[src/rtl/adaptive_filter_tdm.sv]
// Time-multiplexed multi-channel filter: bypass, differentiator, integrator or leaky integrator per channel.
// One shared saturating datapath, private per-channel history, valid/ready streaming with one-cycle latency.
module adaptive_filter_tdm #(
    parameter int WORDLENGTH        = 14,
    parameter int FRACTIONAL_LENGTH = 6,
    parameter int CHANNELS          = 4,
    parameter int LEAK_SHIFT        = 4,
    localparam int IDW              = (CHANNELS > 1) ? $clog2(CHANNELS) : 1
) (
    input  logic                  clk,
    input  logic                  srst,
    input  logic [2*CHANNELS-1:0] mode,
    input  logic                  s_tvalid,
    output logic                  s_tready,
    input  logic [WORDLENGTH-1:0] s_tdata,
    input  logic [IDW-1:0]        s_tid,
    output logic                  m_tvalid,
    input  logic                  m_tready,
    output logic [WORDLENGTH-1:0] m_tdata,
    output logic [IDW-1:0]        m_tid,
    output logic                  m_tsat
);

    typedef enum logic [1:0] {
        MODE_BYPASS = 2'b00,
        MODE_DIFF   = 2'b01,
        MODE_INTEG  = 2'b10,
        MODE_LEAKY  = 2'b11
    } mode_t;

    localparam int AW = WORDLENGTH + 2;
    localparam logic signed [AW-1:0] SAT_MAX = AW'((1 << (WORDLENGTH - 1)) - 1);
    localparam logic signed [AW-1:0] SAT_MIN = ~SAT_MAX;

    if (CHANNELS < 1 || CHANNELS > 16 || LEAK_SHIFT < 1 || LEAK_SHIFT >= WORDLENGTH ||
        FRACTIONAL_LENGTH < 0 || FRACTIONAL_LENGTH >= WORDLENGTH) begin : g_param_check
        $error("adaptive_filter_tdm: illegal parameter combination");
    end

    logic signed [WORDLENGTH-1:0] r_x_prev    [CHANNELS];
    logic signed [WORDLENGTH-1:0] r_y_prev    [CHANNELS];
    mode_t                        r_last_mode [CHANNELS];

    logic                         w_accept;
    logic                         w_id_ok;
    logic                         w_clear;
    logic                         w_sat;
    mode_t                        w_mode;
    mode_t                        w_last_mode;
    logic signed [WORDLENGTH-1:0] w_xp;
    logic signed [WORDLENGTH-1:0] w_yp;
    logic signed [AW-1:0]         w_x;
    logic signed [AW-1:0]         w_hx;
    logic signed [AW-1:0]         w_hy;
    logic signed [AW-1:0]         w_y;
    logic signed [WORDLENGTH-1:0] w_y_sat;

    assign s_tready = !m_tvalid || m_tready;
    assign w_accept = s_tvalid && s_tready;

    always_comb begin
        w_id_ok     = 1'b0;
        w_mode      = MODE_BYPASS;
        w_last_mode = MODE_BYPASS;
        w_xp        = '0;
        w_yp        = '0;
        // Mux-style channel select keeps out-of-range IDs from indexing past the history arrays.
        for (int unsigned c = 0; c < CHANNELS; c++) begin
            if (s_tid == IDW'(c)) begin
                w_id_ok     = 1'b1;
                w_mode      = mode_t'(mode[2*c +: 2]);
                w_last_mode = r_last_mode[c];
                w_xp        = r_x_prev[c];
                w_yp        = r_y_prev[c];
            end
        end

        w_clear = (w_mode != w_last_mode);
        w_x     = AW'($signed(s_tdata));
        w_hx    = w_clear ? '0 : AW'(w_xp);
        w_hy    = w_clear ? '0 : AW'(w_yp);

        case (w_mode)
            MODE_BYPASS: w_y = w_x;
            MODE_DIFF:   w_y = w_x - w_hx;
            MODE_INTEG:  w_y = w_hy + w_x;
            default:     w_y = w_hy - (w_hy >>> LEAK_SHIFT) + w_x;
        endcase

        w_sat   = 1'b0;
        w_y_sat = w_y[WORDLENGTH-1:0];
        if (w_y > SAT_MAX) begin
            w_sat   = 1'b1;
            w_y_sat = SAT_MAX[WORDLENGTH-1:0];
        end else if (w_y < SAT_MIN) begin
            w_sat   = 1'b1;
            w_y_sat = SAT_MIN[WORDLENGTH-1:0];
        end
    end

    always_ff @(posedge clk) begin
        if (srst) begin
            m_tvalid <= 1'b0;
            m_tdata  <= '0;
            m_tid    <= '0;
            m_tsat   <= 1'b0;
            for (int unsigned c = 0; c < CHANNELS; c++) begin
                r_x_prev[c]    <= '0;
                r_y_prev[c]    <= '0;
                r_last_mode[c] <= MODE_BYPASS;
            end
        end else if (w_accept) begin
            m_tvalid <= w_id_ok;
            if (w_id_ok) begin
                m_tdata <= w_y_sat;
                m_tid   <= s_tid;
                m_tsat  <= w_sat;
            end
            for (int unsigned c = 0; c < CHANNELS; c++) begin
                if (s_tid == IDW'(c)) begin
                    r_x_prev[c]    <= $signed(s_tdata);
                    r_y_prev[c]    <= w_y_sat;
                    r_last_mode[c] <= w_mode;
                end
            end
        end else if (m_tready) begin
            m_tvalid <= 1'b0;
        end
    end

endmodule

[config.mk]
export PLATFORM = sky130hd
export DESIGN_NAME = adaptive_filter_tdm
export DESIGN_NICKNAME = d
export VERILOG_FILES = /design/src/rtl/adaptive_filter_tdm.sv
export SDC_FILE = /design/constraint.sdc
export NUM_CORES = 1
export LEC_CHECK = 0
export BUFFER_PORTS_ARGS = -buffer_cell sky130_fd_sc_hd__buf_2
export CORE_AREA = 4 4 138 140
export DETAILED_ROUTE_END_ITERATION = 10
export DIE_AREA = 0 0 142 144
export PLACE_DENSITY = 0.63
export SKIP_CTS_REPAIR_TIMING = 1
export SYNTH_ARGS = -nofsm -noshare
export SYNTH_HDL_FRONTEND = slang
export SYNTH_SLANG_ARGS = --single-unit
[constraint.sdc]
create_clock -name clk -period 7.02 [get_ports clk]
set_clock_uncertainty 0.15 [all_clocks]
set_input_delay 0.351 -clock clk [delete_from_list [all_inputs] [get_ports clk]]
set_output_delay 0.351 -clock clk [all_outputs]
set_load 0.02 [all_outputs]
==> results.md, run 1 <==
- The flow ran to the end, and the final reports show no timing, DRC or antenna violations.
- The site row count is a little under 50.
- The layout filler cell count is about 1500.
- Of all nets on the critical path, the largest fanout is 36.
- The Yosys step of the flow raised 0 warnings.
- Yosys mapped the design onto 61 distinct sky130hd cell types.
- The synthesized design contains 120 enable-type register cells.
- Before CTS, the worst setup slack after placement is around 0.44 ns.
- The worst slew margin relative to its limit is between 10 and 15%.
- The area enclosed by the die boundary is between 20000 and 25000 um^2.
- The detailed-route vias per instance is just over 6.
- Wires add up to between 20 and 25 mm.
- The element type at the critical path end is a flip-flop.
- The routed wirelength normalized by instance count is around 22 um.
- The core area is ~18000 um^2.
- The number of DRC markers after the initial detailed-route iteration is roughly 620.
- The number of ports placed on the die boundary is 47.
- The count of nets after finishing is about 960.
- The max-capacitance violation count is 0.
- The wire-length estimate of the detail-placed layout is between 15 and 20 mm.
- Port buffering added 46 buffers.
- Once detail routing completed, the nets flagged for antenna violations numbered 0.
- The cell at the root of the clock tree is sky130_fd_sc_hd__clkbuf_16.
- The timing-limited maximum frequency is 160 MHz.
- The commonest non-fill, non-tap cell in the layout is sky130_fd_sc_hd__edfxtp_1.
- The worst setup path is of the in -> reg kind.
- The maximum number of pins on one net before global-route repair is between 40 and 50.
- Leaving out fill and tap cells, the most frequent cells in the layout are 120 x sky130_fd_sc_hd__edfxtp_1, 106 x sky130_fd_sc_hd__nor2_1, 60 x sky130_fd_sc_hd__nand2_1, 58 x sky130_fd_sc_hd__inv_1, 49 x sky130_fd_sc_hd__o31ai_1.
- The initial antenna violation count is 0.
- The first-pass GRT wire length is roughly 38 mm.
- The global-route usage over all layers is roughly a quarter.
- The routability congestion estimate from global placement is ~0.97.
- Setup repair after global routing left no endpoint under its margin.
- Clock-pin slew was measured on the worst setup and hold paths at 0.06 ns.
- The H-tree was split into 4 levels.
- Each instance of the synthesized netlist takes up on average 10.7 um^2.
- The diode insertion count for antenna repair is 0.
- In this run, CTS created clock tree buffers numbering 17.
- The slew of the pin with the lowest slew margin is between 1 and 1.5 ns.
- Before antenna repair, the detailed router went through 5 iterations.
- The total grt overflow is 0.
- The delay of the slowest cell on the worst path is between 0.7 and 0.8 ns.
- STA puts the critical path data required time at approximately 7.1 ns.
- Setup slack closes at roughly 0.78 ns.
- The multi-input gate area in the final layout is around 4500 um^2.
- The signed area change from the synthesized netlist to the final layout is 11.5%.
- The buffer levels on the longest clock path is 2.
- The count of final hold-check violations was 0.
- In the final layout, the share of cells above drive strength 1 is about 17%.
- The most used flip-flop cell after synthesis is sky130_fd_sc_hd__edfxtp_1.
- In this run the worst hold path is classified as in -> reg.
- The number of design rule violations left after detail routing is 0.
- The via count of the routed design is between 6000 and 7000.
- The max-slew violation count was 0.
- The area taken by flip-flops and latches is roughly 4000 um^2.
- The static leakage is between 4 and 5 nW.
- After technology mapping, the gate count stands at 835.
- The worst IR drop on VDD is 196 uV.
- In the synthesized netlist the async set-or-reset flop fraction comes to 0%.
- The net count after synthesis is ~900.
- Clock latency on the worst-skew pair, taken at its later pin, is 0.43 ns.
- In this run, synthesis produced a sequential element count of between 100 and 150.
- The total setup violations reported at the end of the flow is 0.
- The minimum clock period after layout is around 6.2 ns.
- The total power per unit cell area is between 200 and 300 nW/um^2.
- The initial utilization of the core area, before any placement, comes to 50.2%.
- The arrival time reported for the critical path endpoint is 6.33 ns.
- On the critical path, the stage with the largest delay is an instance of sky130_fd_sc_hd__nand3_1.
- STA classifies the critical path startpoint as an input pin.
- The die outline width is roughly 140 um.
- The via count of the first global-routing pass is ~6800.
- The die outline height is about 140 um.
- The CTS tree is built.
- The clock drives approximately 140 sinks.
- The mapped netlist covers 8950 um^2.
- Walking the worst path, the cells encountered are buf_2 > buf_4 > mux4_2 > nor4_2 > nand2b_1 > nor2_1 > o21a_1 > nand3_1 > o21ai_0 > a211oi_1 > a21oi_1 > ha_1 > a21oi_1 > nor2_1 > a211oi_1 > and4_1 > nor4_1 > o221ai_1 > nand3_1 > o31ai_1.
- The final critical path takes up 88.9% of the cycle.
- The sequential cell area fraction in the yosys report is 44.3%.
- The setup TNS after final layout is 0 ns.
-- path summary, 6_finish.rpt --
kind | from | end | slack [ns] | cells after the start
worst min-delay path | s_tvalid | m_tvalid | 0.03 | 3
worst min register to register | m_tid[0] | m_tid[0] | 0.30 | 2
worst max register to register | r_last_mode[0][1] | r_y_prev[3][1] | 1.01 | 19
worst max-delay path | s_tid[0] | r_y_prev[3][1] | 0.78 | 20
-- cell type report --
type | instances | share of cell area [%]
inverter | 59 | 2.22
tap | 229 | 2.87
sequential | 138 | 39.7
clock inverter | 10 | 0.765
multi-input combinational | 587 | 45.3
timing repair buffer | 70 | 4.24
clock buffer | 22 | 4.90
-- cell usage after synthesis, types with 2 or more instances --
master / instances / area share [%]
sky130_fd_sc_hd__fa_1: 14 / 3.1
sky130_fd_sc_hd__edfxtp_1: 120 / 40
sky130_fd_sc_hd__nor4_1: 6 / 0.42
sky130_fd_sc_hd__a221oi_1: 13 / 1.3
sky130_fd_sc_hd__and3b_1: 3 / 0.29
sky130_fd_sc_hd__mux2i_1: 7 / 0.78
sky130_fd_sc_hd__buf_1: 5 / 0.21
sky130_fd_sc_hd__dfxtp_1: 18 / 4.0
sky130_fd_sc_hd__o2111ai_1: 3 / 0.29
sky130_fd_sc_hd__nand4b_1: 2 / 0.20
sky130_fd_sc_hd__o21ai_0: 46 / 2.6
sky130_fd_sc_hd__o21bai_1: 3 / 0.25
sky130_fd_sc_hd__a211oi_1: 13 / 1.1
sky130_fd_sc_hd__nor2b_1: 2 / 0.14
sky130_fd_sc_hd__nor2_1: 107 / 4.5
sky130_fd_sc_hd__nand2b_1: 6 / 0.42
sky130_fd_sc_hd__mux2_2: 2 / 0.25
sky130_fd_sc_hd__xnor2_1: 15 / 1.5
sky130_fd_sc_hd__mux4_2: 31 / 7.8
sky130_fd_sc_hd__buf_6: 8 / 1.0
sky130_fd_sc_hd__buf_2: 7 / 0.39
sky130_fd_sc_hd__nor3b_1: 2 / 0.17
sky130_fd_sc_hd__or2_2: 4 / 0.28
sky130_fd_sc_hd__nand4_1: 3 / 0.21
sky130_fd_sc_hd__nand2_1: 60 / 2.5
sky130_fd_sc_hd__a31oi_1: 4 / 0.28
sky130_fd_sc_hd__xor2_1: 13 / 1.3
sky130_fd_sc_hd__o31ai_2: 5 / 0.70
sky130_fd_sc_hd__nor4_2: 2 / 0.28
sky130_fd_sc_hd__clkbuf_1: 30 / 1.3
sky130_fd_sc_hd__inv_1: 58 / 2.4
sky130_fd_sc_hd__o21a_1: 9 / 0.76
sky130_fd_sc_hd__a21oi_1: 39 / 2.2
sky130_fd_sc_hd__o211ai_1: 3 / 0.25
sky130_fd_sc_hd__nor3_1: 7 / 0.39
sky130_fd_sc_hd__a221o_1: 10 / 1.1
sky130_fd_sc_hd__o31ai_1: 50 / 4.2
sky130_fd_sc_hd__a21o_1: 17 / 1.4
sky130_fd_sc_hd__ha_1: 41 / 5.7
sky130_fd_sc_hd__nand3_1: 16 / 0.90
sky130_fd_sc_hd__and2_1: 11 / 0.77
-- critical path, delay by kind of cell --
family	cells	cell delay, ns
and+or+nand+nor	8	1.98
buffers and inverters	2	0.83
AOI/OAI and AO/OA	8	2.15
adders and majority gates	1	0.29
muxes	1	0.65
-- stage by stage --
stage          total power, mW  util [%]  instances  area [um^2]  hold slack [ns]
2_1_floorplan             1.77         -        835         8950            0.330
3_3_place_gp              2.05      52.8       1083         9410            0.294
3_5_place_dp              2.07      52.8       1083         9410            0.299
4_1_cts                   2.91      55.9       1115         9980           0.0178
5_1_grt                   3.06      55.9       1115         9980           0.0406
6_report                  2.92      55.9       1115         9980           0.0250
-- state kept, by name, indices dropped and copies added (netlist names) --
name / flops
m_tdata: 14
m_tid: 2
m_tsat: 1
m_tvalid: 1
r_last_mode: 8
r_x_prev: 56
r_y_prev: 56
-- kinds of logic (layout without fill, tap and decap cells) --
family          after synthesis  after routing  share of synthesized area, %
xor+xnor                     28             28                          2.74
buf+inv                     110            161                          5.43
fa+ha+maj                    55             55                          8.87
simple gates                238            238                          12.3
flops                       138            138                          44.3
mux                          40             40                          8.84
compound gates              226            226                          17.6
-- layer usage --
metal	share of wire [%]	routed length [um]	GRT usage (%)	up-vias
met4	3.0	742	9.44	0
met2	49	12100	41.4	243
met5	0	0	0	-
met3	5.5	1350	3.60	34
met1	43	10600	33.1	3412
li1	-	-	-	3205
-- report_power, final --
group	leakage, nW	total (mW)	switching, mW	internal (mW)
logic	2.43	1.08	0.686	0.389
clock network	0.287	0.849	0.347	0.502
registers	1.42	0.995	0.0254	0.970
Power figures use the tool's default switching activity.
==> run 2: changes to the inputs <==
BUFFER_PORTS_ARGS = default   (was -buffer_cell sky130_fd_sc_hd__buf_2)
DONT_BUFFER_PORTS = 1   (was default)
PLACE_DENSITY = 0.61   (was 0.63)
==> run 2 against run 1 <==
Effect of this change: hold slack improved by 0.018 ns; register-to-register slack got worse by 0.04 ns; routed wire length increased by 2.9%; final area decreased by 2.5%.
==> results.md, run 2 (synthesis gave the netlist of run 1 again) <==
- The buffer levels on the longest clock path is 2 (unchanged).
- The site row count is 49 (unchanged).
- The most numerous cell on the critical path is sky130_fd_sc_hd__a21oi_1.
- TritonCTS built the clock tree.
- The routed wirelength normalized by instance count is 23.9 um (+7.8%).
- The worst hold slack after final layout was 0.0427 ns (+0.0177 ns).
- The detailed-route vias per instance is 6.42 (+3.9%).
- The layout filler cell count is 1510 (-2.5%).
- The worst slew margin relative to its limit is 24.1% (+9.6 points).
- The number of design rule violations left after detail routing came to 0 (unchanged).
- The placement-stage cell area came to 9100 um^2 (-3.3%).
- The setup slack of the most critical reg-to-reg path came to 0.97 ns (-0.04 ns).
- The worst reg-to-reg path cell count is 19 (unchanged).
- The area enclosed by the die boundary is 20400 um^2 (unchanged).
- The commonest non-fill, non-tap cell in the layout is sky130_fd_sc_hd__edfxtp_1.
- The CTS clock-pin slew for the worst setup and hold paths came to 0.07 ns (about the same).
- The worst IR drop on VDD is 181 uV (-7.8%).
- The die outline height is 144 um (unchanged).
- The element type at the critical path end is a flip-flop.
- The critical path is of the reg -> reg type.
- The effective utilization at floorplan is 50.2% (unchanged).
- Setup repair after global routing left no endpoint under its margin.
- The global-route usage over all layers is 25.2% (+0.38 points).
- The signal on the critical path passes through mux4_2 > xor2_1 > nor2_2 > nand2_1 > ha_1 > o21a_1 > nand3_1 > o21ai_0 > a211oi_1 > a21oi_1 > ha_1 > a21oi_1 > nor2_1 > a211oi_1 > a21oi_1 > o2111a_1 > or3_4 > o21ba_4 > o31ai_1.
- The post-route fraction of the period consumed by the critical path is 86.1% (-2.8 points).
- The first-pass GRT wire length is 38.6 mm (+0.99%).
- The area taken by flip-flops and latches is 3960 um^2 (unchanged).
- The level count of the clock H-tree is 4 (unchanged).
- The die outline width was 142 um (unchanged).
- The run finished with clean final reports.
- The routability congestion estimate from global placement is 0.987 (+2.0%).
- The diode insertion count for antenna repair is 0 (unchanged).
- The remaining antenna violation count is 0 (unchanged).
- The number of ports placed on the die boundary is 47 (unchanged).
- The multi-input gate area in the final layout is 4530 um^2 (+0.22%).
- The slowest cell on the critical path is sky130_fd_sc_hd__o21ba_4.
- The total clock buffers created by CTS is 17 (unchanged).
- The total power per unit cell area came to 293 nW/um^2 (about the same).
- The clock latency on the worst-skew pair was 0.43 ns (about the same).
- Following the worst setup path forward leads to its endpoint at r_y_prev[3][4].
- The global routing met2 resource utilization came to 41.8% (+0.42 points).
- The most used routing layer is met2.
- The timing-limited maximum frequency is 165 MHz (+3.3%).
- The worst slack at placement is 0.718 ns (+0.281 ns).
- Compared with the post-synthesis result, the final layout area differs by 8.77%.
- The total wire length is 25.5 mm (+2.9%).
- The setup TNS after final layout was 0 ns (unchanged).
- The largest registers in the layout are r_x_prev: 56 flops, r_y_prev: 56 flops, m_tdata: 14 flops.
- The final design area excluding fillers is 9730 um^2 (-2.5%).
- The max-capacitance violation count is 0 (unchanged).
- The core area is 17800 um^2 (unchanged).
- The startpoint kind of the worst setup timing path is a flip-flop.
- The number of DRC markers after the initial detailed-route iteration is 729 (+18%).
- The detailed-placement wirelength estimate is 17.4 mm (-2.7%).
- In the layout the commonest cells are 120 x sky130_fd_sc_hd__edfxtp_1, 106 x sky130_fd_sc_hd__nor2_1, 60 x sky130_fd_sc_hd__nand2_1, 58 x sky130_fd_sc_hd__inv_1, 49 x sky130_fd_sc_hd__o31ai_1.
- The reg-to-reg critical path startpoint is r_last_mode[3][1].
- The met3 demand-to-capacity share in global routing is 5.22% (+1.6 points).
- The number of iterations in the first detailed-routing pass is 5 (unchanged).
- The largest fanout on the critical path is 65 (+81%).
- In this run the worst setup path begins at r_last_mode[3][1].
- The slew of the pin with the lowest slew margin is 1.13 ns (-0.153 ns).
- The initial antenna violation count is 0 (unchanged).
- The share of the core filled with cells is 54.5% (-1.4 points).
- The max-slew violation count is 0 (unchanged).
- The cell at the root of the clock tree is sky130_fd_sc_hd__clkbuf_16.
- The via count of the first global-routing pass is 6776 (-0.26%).
- The classification of the worst-slack hold path is in -> reg.
- The via count of the routed design is 6834 (-0.87%).
- The arrival time reported for the critical path endpoint is 6.03 ns (-0.30 ns).
- The global-route track usage on met1 is 32.1% (-0.98 points).
- The count of nets after finishing came to 905 (-5.3%).
- The delay of the slowest cell on the worst path is 0.79 ns (+0.08 ns).
- The setup slack of the critical path after layout came to 0.973 ns (+0.197 ns).
- The share of layout cells above drive strength 1 is 11.7% (-5.4 points).
- The number of buffer cells added on primary ports is 0 (-100%).
- The required time of the critical path was 7.01 ns (-0.10 ns).
- The number of sinks on the clock net is 138 (unchanged).
- The minimum clock period after layout came to 6.05 ns (-0.197 ns).
- The count of final hold-check violations is 0 (unchanged).
- The static leakage is 3.91 nW (-5.4%).
- The worst register-to-register path ends at r_y_prev[3][4].
- The total grt overflow was 0 (unchanged).
- The maximum number of pins on one net before global-route repair is 66 (+40%).
- The total setup violations reported at the end of the flow was 0 (unchanged).
[run 2: cell types whose count changed in the layout (fill, tap and decap cells not counted)]
cell,before,now
sky130_fd_sc_hd__clkinv_2,1,2
sky130_fd_sc_hd__nand3_1,16,14
sky130_fd_sc_hd__clkbuf_2,2,0
sky130_fd_sc_hd__dlygate4sd3_1,0,6
sky130_fd_sc_hd__buf_4,23,13
sky130_fd_sc_hd__clkbuf_1,1,0
sky130_fd_sc_hd__nand3_2,0,2
sky130_fd_sc_hd__inv_6,4,5
sky130_fd_sc_hd__buf_12,1,0
sky130_fd_sc_hd__clkinv_4,2,3
sky130_fd_sc_hd__buf_2,46,0
[run 2: critical path, delay by kind of cell, from the launching register on]
family | cells | cell delay (ns)
compound gates | 10 | 2.67
xor+xnor | 1 | 0.19
fa+ha+maj | 2 | 0.67
flops | 1 | 0.37
mux | 1 | 0.49
simple gates | 5 | 1.15
[run 2: through the flow]
| stage | total power [mW] | std cells |
|---|---|---|
| after detailed placement | 1.96 | 1026 |
| after floorplan | 1.77 | 835 |
| after CTS | 2.84 | 1058 |
| final | 2.85 | 1064 |
| after global routing | 2.99 | 1064 |
| after global placement | 1.94 | 1026 |
[run 2: worst min-delay path by stage]
stage                   from       end  cells past startpoint
floorplan           s_tvalid  m_tvalid                      2
global placement        srst  m_tvalid                      1
detailed placement      srst  m_tvalid                      1
CTS                     srst  m_tid[1]                      1
global route        s_tid[1]  m_tid[1]                      2
finish              s_tid[1]  m_tid[1]                      2
[run 2: report_power, final]
part	switching, mW	leakage [nW]	total, mW	internal (mW)
Sequential	0.0558	1.42	1.03	0.969
Combinational	0.608	2.20	0.948	0.340
Clock	0.376	0.290	0.876	0.500
Total	1.04	3.91	2.85	1.81
[run 2: final cells by class]
type                       count  share of cell area [%]
clock buffer                  19                    4.89
clock inverter                13                    1.02
inverter                      59                    2.28
multi-input combinational    587                    46.5
sequential                   138                    40.7
tap                          229                    2.94
timing repair buffer          19                    1.62
[run 2: per-layer routing]
metal | part of all wire (%) | wire length (um)
met5 | 0 | 0
met4 | 4.2 | 1060
met3 | 7.6 | 1950
met2 | 48 | 12300
met1 | 40 | 10200
